## src/rtl/cp0_pkg.sv

```systemverilog
// CP0 shared definitions: register numbers, exception codes and the return-sequencer state type.
package cp0_pkg;

  localparam logic [4:0] REG_COUNT  = 5'd9;
  localparam logic [4:0] REG_STATUS = 5'd12;
  localparam logic [4:0] REG_CAUSE  = 5'd13;
  localparam logic [4:0] REG_EPC    = 5'd14;

  localparam logic [4:0] EXC_RI = 5'd10;
  localparam logic [4:0] EXC_OV = 5'd12;

  typedef enum logic [1:0] {
    ST_RUN     = 2'd0,
    ST_HANDLER = 2'd1,
    ST_RETURN  = 2'd2
  } state_t;

endpackage

```

## src/rtl/cp0_count.sv

```systemverilog
// CP0 COUNT register: free-running 32-bit cycle counter, wraps to 0.
// One-cycle write latency; a write in the same cycle takes precedence over the increment.
module cp0_count (
  input  logic        clk,
  input  logic        rst_n,
  input  logic        we,
  input  logic [31:0] wdata,
  output logic [31:0] count
);

  always_ff @(posedge clk or negedge rst_n) begin
    if (!rst_n) begin
      count <= 32'h0;
    end else if (we) begin
      count <= wdata;
    end else begin
      count <= count + 32'h1;
    end
  end

endmodule

```

## src/rtl/cp0_eret_unit.sv

```systemverilog
// CP0 STATUS/CAUSE/EPC with exception capture and ERET return sequencing; redirect one cycle after eret_m, no backpressure.
// Optional COUNT register (reg 9) is built only when CP0_COUNT_EN is defined.
module cp0_eret_unit
  import cp0_pkg::*;
#(
  parameter logic        RESET_IE = 1'b1,
  parameter logic [31:0] EPC_MASK = 32'hFFFF_FFFC
) (
  input  logic        clk,
  input  logic        rst_n,
  input  logic        exc_req,
  input  logic [4:0]  exc_code,
  input  logic [31:0] exc_pc,
  input  logic        eret_m,
  input  logic        mtc0_we,
  input  logic [4:0]  mtc0_addr,
  input  logic [31:0] mtc0_wdata,
  input  logic [4:0]  mfc0_addr,
  output logic [31:0] mfc0_rdata,
  output logic        ret_redirect,
  output logic [31:0] ret_pc,
  output logic        ret_flush,
  output logic        exl
);

  state_t      state;
  logic [31:0] epc;
  logic [4:0]  cause_code;
  logic        ie;

`ifdef CP0_COUNT_EN
  logic [31:0] count;

  cp0_count u_count (
    .clk   (clk),
    .rst_n (rst_n),
    .we    (mtc0_we && (mtc0_addr == REG_COUNT)),
    .wdata (mtc0_wdata),
    .count (count)
  );
`endif

  assign ret_pc = epc;

  always_ff @(posedge clk or negedge rst_n) begin
    if (!rst_n) begin
      state        <= ST_RUN;
      epc          <= 32'h0;
      cause_code   <= 5'h0;
      exl          <= 1'b0;
      ie           <= RESET_IE;
      ret_redirect <= 1'b0;
      ret_flush    <= 1'b0;
    end else begin
      ret_redirect <= 1'b0;
      ret_flush    <= 1'b0;

      // Software writes land first so that exception capture below overrides the fields it owns.
      if (mtc0_we) begin
        case (mtc0_addr)
          REG_STATUS: begin
            ie  <= mtc0_wdata[0];
            exl <= mtc0_wdata[1];
          end
          REG_CAUSE: cause_code <= mtc0_wdata[6:2];
          REG_EPC:   epc        <= mtc0_wdata & EPC_MASK;
          default:   ;
        endcase
      end

      case (state)
        ST_RUN, ST_RETURN: begin
          if (exc_req) begin
            epc        <= exc_pc & EPC_MASK;
            cause_code <= exc_code;
            exl        <= 1'b1;
            state      <= ST_HANDLER;
          end else begin
            state <= ST_RUN;
          end
        end
        ST_HANDLER: begin
          // A nested exception only refreshes the cause; the original return address is kept.
          if (exc_req) begin
            cause_code <= exc_code;
          end else if (eret_m) begin
            exl          <= 1'b0;
            state        <= ST_RETURN;
            ret_redirect <= 1'b1;
            ret_flush    <= 1'b1;
          end
        end
        default: state <= ST_RUN;
      endcase
    end
  end

  always_comb begin
    mfc0_rdata = 32'h0;
    case (mfc0_addr)
      REG_STATUS: mfc0_rdata = {30'h0, exl, ie};
      REG_CAUSE:  mfc0_rdata = {25'h0, cause_code, 2'b00};
      REG_EPC:    mfc0_rdata = epc;
`ifdef CP0_COUNT_EN
      REG_COUNT:  mfc0_rdata = count;
`endif
      default:    mfc0_rdata = 32'h0;
    endcase
  end

endmodule

```

## config.mk

```make
export PLATFORM = sky130hd
export DESIGN_NAME = cp0_eret_unit
export DESIGN_NICKNAME = d
export VERILOG_FILES = /design/src/rtl/cp0_pkg.sv /design/src/rtl/cp0_count.sv /design/src/rtl/cp0_eret_unit.sv
export SDC_FILE = /design/constraint.sdc
export NUM_CORES = 1
export LEC_CHECK = 0
export ABC_AREA = 1
export BUFFER_PORTS_ARGS = -buffer_cell sky130_fd_sc_hd__buf_2
export CAP_MARGIN = 20
export CORE_MARGIN = 4
export CORE_UTILIZATION = 30
export DETAILED_ROUTE_END_ITERATION = 8
export SETUP_SLACK_MARGIN = 0.05
export SKIP_CTS_REPAIR_TIMING = 1
export SLEW_MARGIN = 20
export SYNTH_ARGS = -nofsm -noshare
export SYNTH_HDL_FRONTEND = slang
export SYNTH_SLANG_ARGS = --single-unit
```

## constraint.sdc

```tcl
create_clock -name clk -period 1.8 [get_ports clk]
set_input_delay 0 -clock clk [delete_from_list [all_inputs] [get_ports clk]]
set_output_delay 0 -clock clk [all_outputs]
set_load 0.02 [all_outputs]
```

==> impl_metrics.csv, run 1 <==
group,metric,value,unit
route,via_per_inst,4.31,
worst_setup_path,r2r_cells,4,
placed_design,post-place-ws,0.431,ns
clock_tree,clock_latency,0.29,ns
cells_and_area,n_antenna_cell,0,
min_path,hold_class,"input port to flip-flop",
yosys,synthesis.nets,472,
cells_and_area,multi_input_area,1130,um^2
sta,maxSlewViolCount,0,
worst_setup_path,crit_slowest_cell,"buf_4",
cells_and_area,regArea,1050,um^2
sta,tightest_slew,0.443,ns
worst_setup_path,worst_ep_required_time,1.80,ns
die,core,8380,um^2
placed_design,gp_congestion,0.873,
sta,period_minus_slack,1.35,ns
placed_design,dpl.cell_count,632,
die,start_util,0.313,
clock_tree,cts_tree,"built",
cells_and_area,fin_cells,677,
worst_setup_path,reg2reg_slack,0.68,ns
worst_setup_path,crit_type,"input port to output pin",
cells_and_area,n_fill_cell,898,
die,ios,151,
global_routing,antenna_found_initial,0,
worst_setup_path,r2r-end,"ret_pc[22]",
run,max_cap_viol_count,0,
clock_tree,cts_buffers,5,
cells_and_area,area_growth,48.6,%
sta,fmax,0.742,GHz
power_and_ir_drop,clkPwrFrac,0.134,
cells_and_area,nNetsFinal,655,
sta,worst_slack,0.452,ns
route,wl_per_cell,12.7,um
yosys,syn_inst,388,
global_routing,grt_pass1_vias,2804,
power_and_ir_drop,cellLeakagePower,2.42,nW
clock_tree,htree_levels,2,
power_and_ir_drop,switchingPower,1.99,mW
cells_and_area,drive_above_1_share,0.322,
sta,setup_tns,0,ns
sta,holdWs,-0.0186,ns
yosys,synth_top_family_by_area,"simple AND/OR/NAND/NOR gates",
min_path,hp-start,"eret_m",
die,fp-row-count,33,
min_path,min_to,"state[0]",
route,drtIter0Drc,83,
placed_design,detailed_place_hpwl,6180,um
worst_setup_path,cp-end-kind,"output pin",
yosys,ys.warnings.count,0,
worst_setup_path,critPathMaxStageDelay,0.34,ns
global_routing,gr-total-overflow,0,
power_and_ir_drop,p_int,2.41,mW
global_routing,grt_start_max_net_pins,33,
die,die_h,102,um
sta,rsz0062_at_grt,"false",
route,vias,2919,
min_path,holdPathStages,4,
power_and_ir_drop,power_density,1130,nW/um^2
power_and_ir_drop,vdd_drop_max,593,uV
route,antenna_left,0,
power_and_ir_drop,combinationalPowerShare,0.502,
global_routing,grt_pass1_wl,13000,um
worst_setup_path,cp_max_fo,24,
worst_setup_path,start_kind,"input port",
worst_setup_path,reg2reg_from,"state[0]",
clock_tree,root_buffer,"clkbuf_8",
yosys,synthMuxAreaShare,0,
status,outcome,"finished, violations left",
status,failed_checks,"hold timing",
yosys,synth-seq-area-share,0.401,
worst_setup_path,crit_arrival,1.35,ns
worst_setup_path,path_cells,"buf_2 > nand2_1 > nor2_1 > nand3b_1 > buf_4 > o22ai_1 > buf_2",
sta,hold_viol,1,
power_and_ir_drop,switching_share,0.452,
worst_setup_path,path_buf_inv,3,
global_routing,grt.total_usage,0.157,
die,die-area,10300,um^2
yosys,netlist_area,2630,um^2
sta,period_share,0.749,
yosys,synth_xor_area_frac,0,
clock_tree,clockBufferDepth,2,
yosys,synth_cell_type_count,22,
yosys,ys_seq_elements,42,
power_and_ir_drop,p_seq_frac,0.364,
sta,finClkSkew,0.00743,ns
yosys,synth_compound_area_frac,0.0176,
placed_design,placement.cell_area,3450,um^2
clock_tree,cts_sinks,42,
yosys,yosys.area_share.simple,0.412,
cells_and_area,stdcell_area,3900,um^2
route,drc,0,
route,drt_pre_antenna_iters,4,
route,drt_wl_total,8570,um
sta,setup_viol,0,
worst_setup_path,critPathTopFamily,"buffers and inverters",
yosys,avgSynthCellArea,6.77,um^2
sta,max_slew_margin,0.704,
placed_design,port_buffers,148,
clock_tree,clk_pin_slew,0.07,ns
die,dieWidth,102,um
yosys,synthAdderAreaFrac,0,
worst_setup_path,crit_top_cell,"buf_2",
## stage by stage
stage / total power [mW] / util / hold WS [ns]
finish: 4.40 / 0.466 / -0.0186
global route: 4.81 / 0.466 / 0.0246
CTS: 4.41 / 0.421 / -0.391
detailed placement: 3.78 / 0.412 / -0.0613
global placement: 3.75 / 0.412 / -0.0676
floorplan: 3.01 / - / -0.296
## power by group through the flow
stage	clock, mW	sequential, mW	combinational, mW
floorplan	0	2.05	0.965
global placement	0	1.61	2.14
detailed placement	0	1.62	2.16
CTS	0.633	1.61	2.17
global route	0.669	1.66	2.48
finish	0.592	1.60	2.21
## cell families after synthesis
| kind of cell | count (synthesis) |
|---|---|
| flip-flops | 42 |
| AO/OA/AOI/OAI | 8 |
| AND/OR/NAND/NOR | 239 |
| buffers and inverters | 99 |
## sequential cells by signal (all words and copies together), names as in the netlist
signal	cells
ret_pc	32
cause_code	5
state	2
exl	1
ie	1
ret_flush	1
## layout make-up
class / instances / area share
sequential: 42 / 0.270
tap: 105 / 0.0337
inverter: 79 / 0.0760
timing repair buffer: 196 / 0.309
clock buffer: 6 / 0.0186
multi-input combinational: 247 / 0.290
clock inverter: 2 / 0.00256
## how the worst max path moves through the flow
| stage | from | end | slack, ns | depth (start not counted) |
|---|---|---|---|---|
| 2_1_floorplan | state[0] | ret_pc[10] | 0.68 | 5 |
| 3_3_place_gp | mfc0_addr[3] | mfc0_rdata[2] | 0.46 | 7 |
| 3_5_place_dp | mfc0_addr[3] | mfc0_rdata[2] | 0.43 | 7 |
| 4_1_cts | mfc0_addr[3] | mfc0_rdata[2] | 0.43 | 7 |
| 5_1_grt | mfc0_addr[3] | mfc0_rdata[3] | 0.30 | 7 |
| 6_report | mfc0_addr[3] | mfc0_rdata[2] | 0.45 | 7 |
## metal layers
layer | share of wire | global-route usage
met1 | 0.41 | 0.189
met2 | 0.51 | 0.288
met3 | 0.069 | 0.0324
met4 | 0.0059 | 0.0348
met5 | 0 | 0
## worst reg2reg max path, stage by stage (launching register included)
cell	delay, ns
dfrtp_1	0.42
nor2_4	0.12
buf_4	0.35
nand2_1	0.10
nand2_1	0.08
## cells in the mapped netlist
| cell type | n | area share |
|---|---|---|
| buf_1 | 2 | 0.0029 |
| nor2_2 | 1 | 0.0024 |
| o22ai_1 | 5 | 0.012 |
| nor2_4 | 3 | 0.013 |
| nand3b_1 | 2 | 0.0057 |
| buf_6 | 6 | 0.026 |
| nand3_2 | 11 | 0.042 |
| dfstp_2 | 1 | 0.010 |
| inv_2 | 1 | 0.0014 |
| buf_2 | 5 | 0.0095 |
| nand4_1 | 1 | 0.0024 |
| clkbuf_1 | 3 | 0.0043 |
| o21ai_0 | 2 | 0.0038 |
| a21oi_1 | 1 | 0.0019 |
| nand2_4 | 1 | 0.0043 |
| buf_8 | 1 | 0.0057 |
| nand2_1 | 129 | 0.18 |
| inv_1 | 78 | 0.11 |
| dfrtp_1 | 41 | 0.39 |
| buf_4 | 3 | 0.0086 |
| nand3_1 | 59 | 0.11 |
| nor2_1 | 32 | 0.046 |
## layout by cell type, fill, tap and decap left out, types with 2 or more instances in the layout
cell type / netlist / routed
dfrtp_1: 41 / 41
clkbuf_8: 0 / 5
nor2_4: 3 / 4
o22ai_1: 5 / 5
nand3b_1: 2 / 2
clkinv_2: 0 / 2
nor2_1: 32 / 32
inv_1: 78 / 78
nand3_1: 59 / 59
buf_2: 5 / 148
dlygate4sd3_1: 0 / 37
nand2_1: 129 / 129
o21ai_0: 2 / 2
buf_4: 3 / 10
nand3_2: 11 / 11
Note: power is estimated with default switching activity, not from simulation.
==> run 2: changes to the inputs <==
Clock period 1.8 ns to 1.35 ns, I/O delays scaled along.
==> impl_metrics.csv, run 2 (same netlist as run 1, synthesis figures left out) <==
group,metric,value,unit
min_path,hold_class,"input port to flip-flop",
worst_setup_path,reg2reg_from,"state[0]",
route,vias,2927,
global_routing,grt.met2_usage,0.266,
route,wl_per_cell,12.5,um
sta,hold_viol,1,
worst_setup_path,crit_slowest_cell,"dfstp_2",
status,outcome,"finished, violations left",
min_path,holdPathStages,4,
power_and_ir_drop,cellLeakagePower,2.44,nW
worst_setup_path,crit_arrival,1.17,ns
cells_and_area,nNetsFinal,658,
die,start_util,0.313,
die,die-area,10300,um^2
sta,setup_tns,0,ns
cells_and_area,final_common_cell,"buf_2",
worst_setup_path,path_buf_inv,1,
cells_and_area,layout_common_cells,"buf_2 (148), nand2_1 (129), inv_1 (78)",
run,max_cap_viol_count,0,
global_routing,grt_start_max_net_pins,33,
worst_setup_path,setup.worst_path.start,"ie",
sta,tightest_slew,0.387,ns
route,drc,0,
cells_and_area,area_growth,49.7,%
route,via_per_inst,4.30,
cells_and_area,n_antenna_cell,0,
clock_tree,cts_sinks,42,
global_routing,gr-total-overflow,0,
clock_tree,cts_buffers,5,
cells_and_area,multi_input_area,1130,um^2
sta,period_share,0.870,
sta,finClkSkew,0.00610,ns
power_and_ir_drop,vdd_drop_max,755,uV
cells_and_area,largest_register_ffs,32,
global_routing,grt_use_met1,0.195,
sta,max_slew_margin,0.742,
power_and_ir_drop,power_density,1500,nW/um^2
route,drt_wl_total,8530,um
route,drtIter0Drc,94,
clock_tree,clk_pin_slew,0.07,ns
worst_setup_path,path_cells,"nand3_1 > o21ai_0 > buf_2",
global_routing,use_met3,0.0337,
sta,rsz0062_at_grt,"false",
global_routing,grt_busiest_layer,"met2",
cells_and_area,n_fill_cell,888,
min_path,min_to,"state[0]",
sta,fmax,0.851,GHz
worst_setup_path,critPathMaxStageDelay,0.54,ns
sta,period_minus_slack,1.17,ns
sta,worst_slack,0.176,ns
sta,holdWs,-0.0142,ns
worst_setup_path,reg2reg_slack,0.27,ns
die,die_h,102,um
sta,setup_viol,0,
worst_setup_path,cp_max_fo,2,
route,drt_pre_antenna_iters,4,
cells_and_area,regArea,1050,um^2
placed_design,post-place-ws,0.255,ns
clock_tree,htree_levels,2,
status,failed_checks,"hold timing",
global_routing,antenna_found_initial,0,
die,fp-row-count,33,
die,dieWidth,102,um
cells_and_area,drive_above_1_share,0.323,
route,antenna_left,0,
die,ios,151,
placed_design,port_buffers,148,
clock_tree,cts_tree,"built",
placed_design,detailed_place_hpwl,6250,um
global_routing,grt_pass1_vias,2753,
sta,maxSlewViolCount,0,
worst_setup_path,crit_type,"flip-flop to output pin",
placed_design,gp_congestion,0.890,
worst_setup_path,r2r_cells,4,
global_routing,grt.total_usage,0.154,
worst_setup_path,r2r-end,"ret_pc[14]",
worst_setup_path,critPathTopFamily,"flip-flops",
worst_setup_path,worst_ep_required_time,1.35,ns
worst_setup_path,start_kind,"flip-flop",
clock_tree,clockBufferDepth,2,
global_routing,grt_pass1_wl,12800,um
min_path,hp-start,"eret_m",
die,core,8380,um^2
clock_tree,root_buffer,"clkbuf_8",
clock_tree,clock_latency,0.29,ns
worst_setup_path,cp-end-kind,"output pin",
run 2: worst max-delay path by stage:
stage	endpoint	slack, ns	cells after the start
floorplan	ret_pc[10]	0.23	5
global placement	mfc0_rdata[23]	0.25	7
detailed placement	mfc0_rdata[23]	0.26	7
CTS	mfc0_rdata[0]	0.16	3
global route	mfc0_rdata[23]	0.10	7
finish	mfc0_rdata[0]	0.18	3
run 2: power by group:
group	switching [mW]	leakage [nW]	total, mW	internal, mW
clock network	0.403	0.0455	0.820	0.417
logic	1.91	1.87	2.95	1.05
registers	0.307	0.516	2.13	1.82
total	2.62	2.44	5.90	3.28
run 2: final cells by class:
type                    count  share of cell area
inverters                  79              0.0754
clock buffers               8              0.0229
flip-flops and latches     42               0.268
repair buffers            199               0.312
well taps                 105              0.0334
multi-input cells         247               0.288
run 2: tightest hold or removal path, delay by kind of cell:
kind          cells  cell delay, ns
buf+inv           1            0.07
simple gates      3            0.16
run 2: layer usage:
metal  share of wire  wire length (um)
met1            0.42              3610
met2            0.49              4220
met3           0.070               596
met4           0.013               107
met5               0                 0
run 2: through the flow:
stage / utilization / instance area [um^2] / hold WS (ns) / power (mW) / cells
after global placement: 0.414 / 3470 / -0.0824 / 5.01 / 635
after CTS: 0.425 / 3560 / -0.412 / 5.90 / 643
after floorplan: - / 2630 / -0.296 / 4.01 / 388
final: 0.469 / 3930 / -0.0142 / 5.90 / 680
after global routing: 0.469 / 3930 / 0.0326 / 6.43 / 680
after detailed placement: 0.414 / 3470 / -0.0859 / 5.05 / 635
==> run 3: changes to the inputs <==
Settings changed: CORE_ASPECT_RATIO set to 0.7.
==> impl_metrics.csv, run 3 (same netlist as run 1, synthesis figures left out) <==
group,metric,value,unit
clock_tree,cts_tree,"built",
cells_and_area,largest_register_ffs,32,
power_and_ir_drop,power,6.30,mW
die,core,8480,um^2
cells_and_area,regArea,1050,um^2
clock_tree,root_buffer,"clkbuf_16",
clock_tree,htree_levels,2,
sta,fmax,0.887,GHz
worst_setup_path,cp-end-kind,"output pin",
power_and_ir_drop,power_density,1580,nW/um^2
sta,rsz0062_at_grt,"false",
global_routing,grt.total_usage,0.158,
sta,setup_tns,0,ns
cells_and_area,drive_above_1_share,0.325,
route,vias,3015,
cells_and_area,nNetsFinal,658,
cells_and_area,layout_common_cells,"buf_2 (148), nand2_1 (129), inv_1 (78)",
placed_design,post-place-ws,0.247,ns
power_and_ir_drop,cellLeakagePower,2.46,nW
sta,tightest_slew,0.389,ns
die,die_h,86.3,um
sta,finClkSkew,0.00643,ns
cells_and_area,multi_input_area,1130,um^2
route,antenna_left,0,
global_routing,grt_pass1_vias,2793,
route,drc,0,
clock_tree,clockBufferDepth,2,
placed_design,gp_congestion,0.837,
clock_tree,clk_pin_slew,0.06,ns
clock_tree,cts_sinks,42,
global_routing,gr-total-overflow,0,
route,wl_per_cell,12.5,um
route,via_per_inst,4.34,
worst_setup_path,path_buf_inv,1,
worst_setup_path,start_kind,"flip-flop",
sta,setup_viol,0,
worst_setup_path,worst_ep_required_time,1.35,ns
worst_setup_path,crit_arrival,1.13,ns
min_path,hold_class,"input port to flip-flop",
route,drt_wl_total,8670,um
worst_setup_path,reg2reg_from,"state[0]",
clock_tree,clock_latency,0.28,ns
placed_design,detailed_place_hpwl,6530,um
clock_tree,cts_buffers,5,
global_routing,antenna_found_initial,0,
sta,period_minus_slack,1.13,ns
sta,holdWs,0.00136,ns
sta,maxSlewViolCount,0,
min_path,hp-start,"eret_m",
die,dieWidth,120,um
route,drtIter0Drc,180,
die,start_util,0.310,
cells_and_area,n_antenna_cell,0,
worst_setup_path,crit_type,"flip-flop to output pin",
die,ios,151,
worst_setup_path,crit_slowest_cell,"dfstp_2",
die,fp-row-count,28,
sta,period_share,0.835,
cells_and_area,n_fill_cell,878,
route,drt_pre_antenna_iters,4,
sta,hold_viol,0,
worst_setup_path,path_cells,"nand3_1 > o21ai_0 > buf_2",
cells_and_area,final_util,0.471,
power_and_ir_drop,vdd_drop_max,663,uV
sta,max_slew_margin,0.740,
status,outcome,"finished, final reports clean",
placed_design,port_buffers,148,
cells_and_area,final_common_cell,"buf_2",
worst_setup_path,setup.worst_path.start,"ie",
worst_setup_path,cp_max_fo,2,
global_routing,grt_start_max_net_pins,33,
cells_and_area,area_growth,52.0,%
worst_setup_path,critPathMaxStageDelay,0.53,ns
sta,worst_slack,0.223,ns
die,die-area,10300,um^2
run,max_cap_viol_count,0,
global_routing,grt_pass1_wl,13200,um
worst_setup_path,critPathTopFamily,"flip-flops",
## run 3: layout make-up
class | count | area share
multi-input combinational | 247 | 0.283
clock inverter | 1 | 0.00125
clock buffer | 7 | 0.0357
inverter | 79 | 0.0743
sequential | 42 | 0.264
timing repair buffer | 199 | 0.305
tap | 120 | 0.0376
## run 3: path summary, 6_finish.rpt
check	endpoint	slack, ns	depth (start not counted)
hold reg to reg	ie	0.47	2
hold / removal	state[0]	0.001	4
setup reg to reg	ret_pc[24]	0.23	5
min in group asynchronous	ret_flush	0.16	2
max in group asynchronous	ret_pc[20]	0.63	3
setup / recovery	mfc0_rdata[0]	0.22	3
## run 3: power breakdown
| part | switching [mW] | internal [mW] | total (mW) |
|---|---|---|---|
| Combinational | 1.93 | 1.04 | 2.97 |
| Sequential | 0.309 | 1.82 | 2.13 |
| Clock | 0.461 | 0.733 | 1.19 |
## run 3: metrics by stage
stage                     cells  cell area (um^2)
final                       695              3990
after global routing        695              3990
after CTS                   658              3620
after detailed placement    650              3470
after global placement      650              3470
after floorplan             388              2630
## run 3: layer usage
metal / wire (um) / part of all wire / track usage
met1: 4050 / 0.47 / 0.221
met2: 3880 / 0.45 / 0.249
met3: 711 / 0.082 / 0.0463
met4: 23 / 0.0027 / 0.0270
met5: 0 / 0 / 0
## run 3: worst min-delay path, stage by stage
cell and delay [ns]:
buf_2 0.08, nand2_1 0.04, nand2_1 0.07, nand2_1 0.05
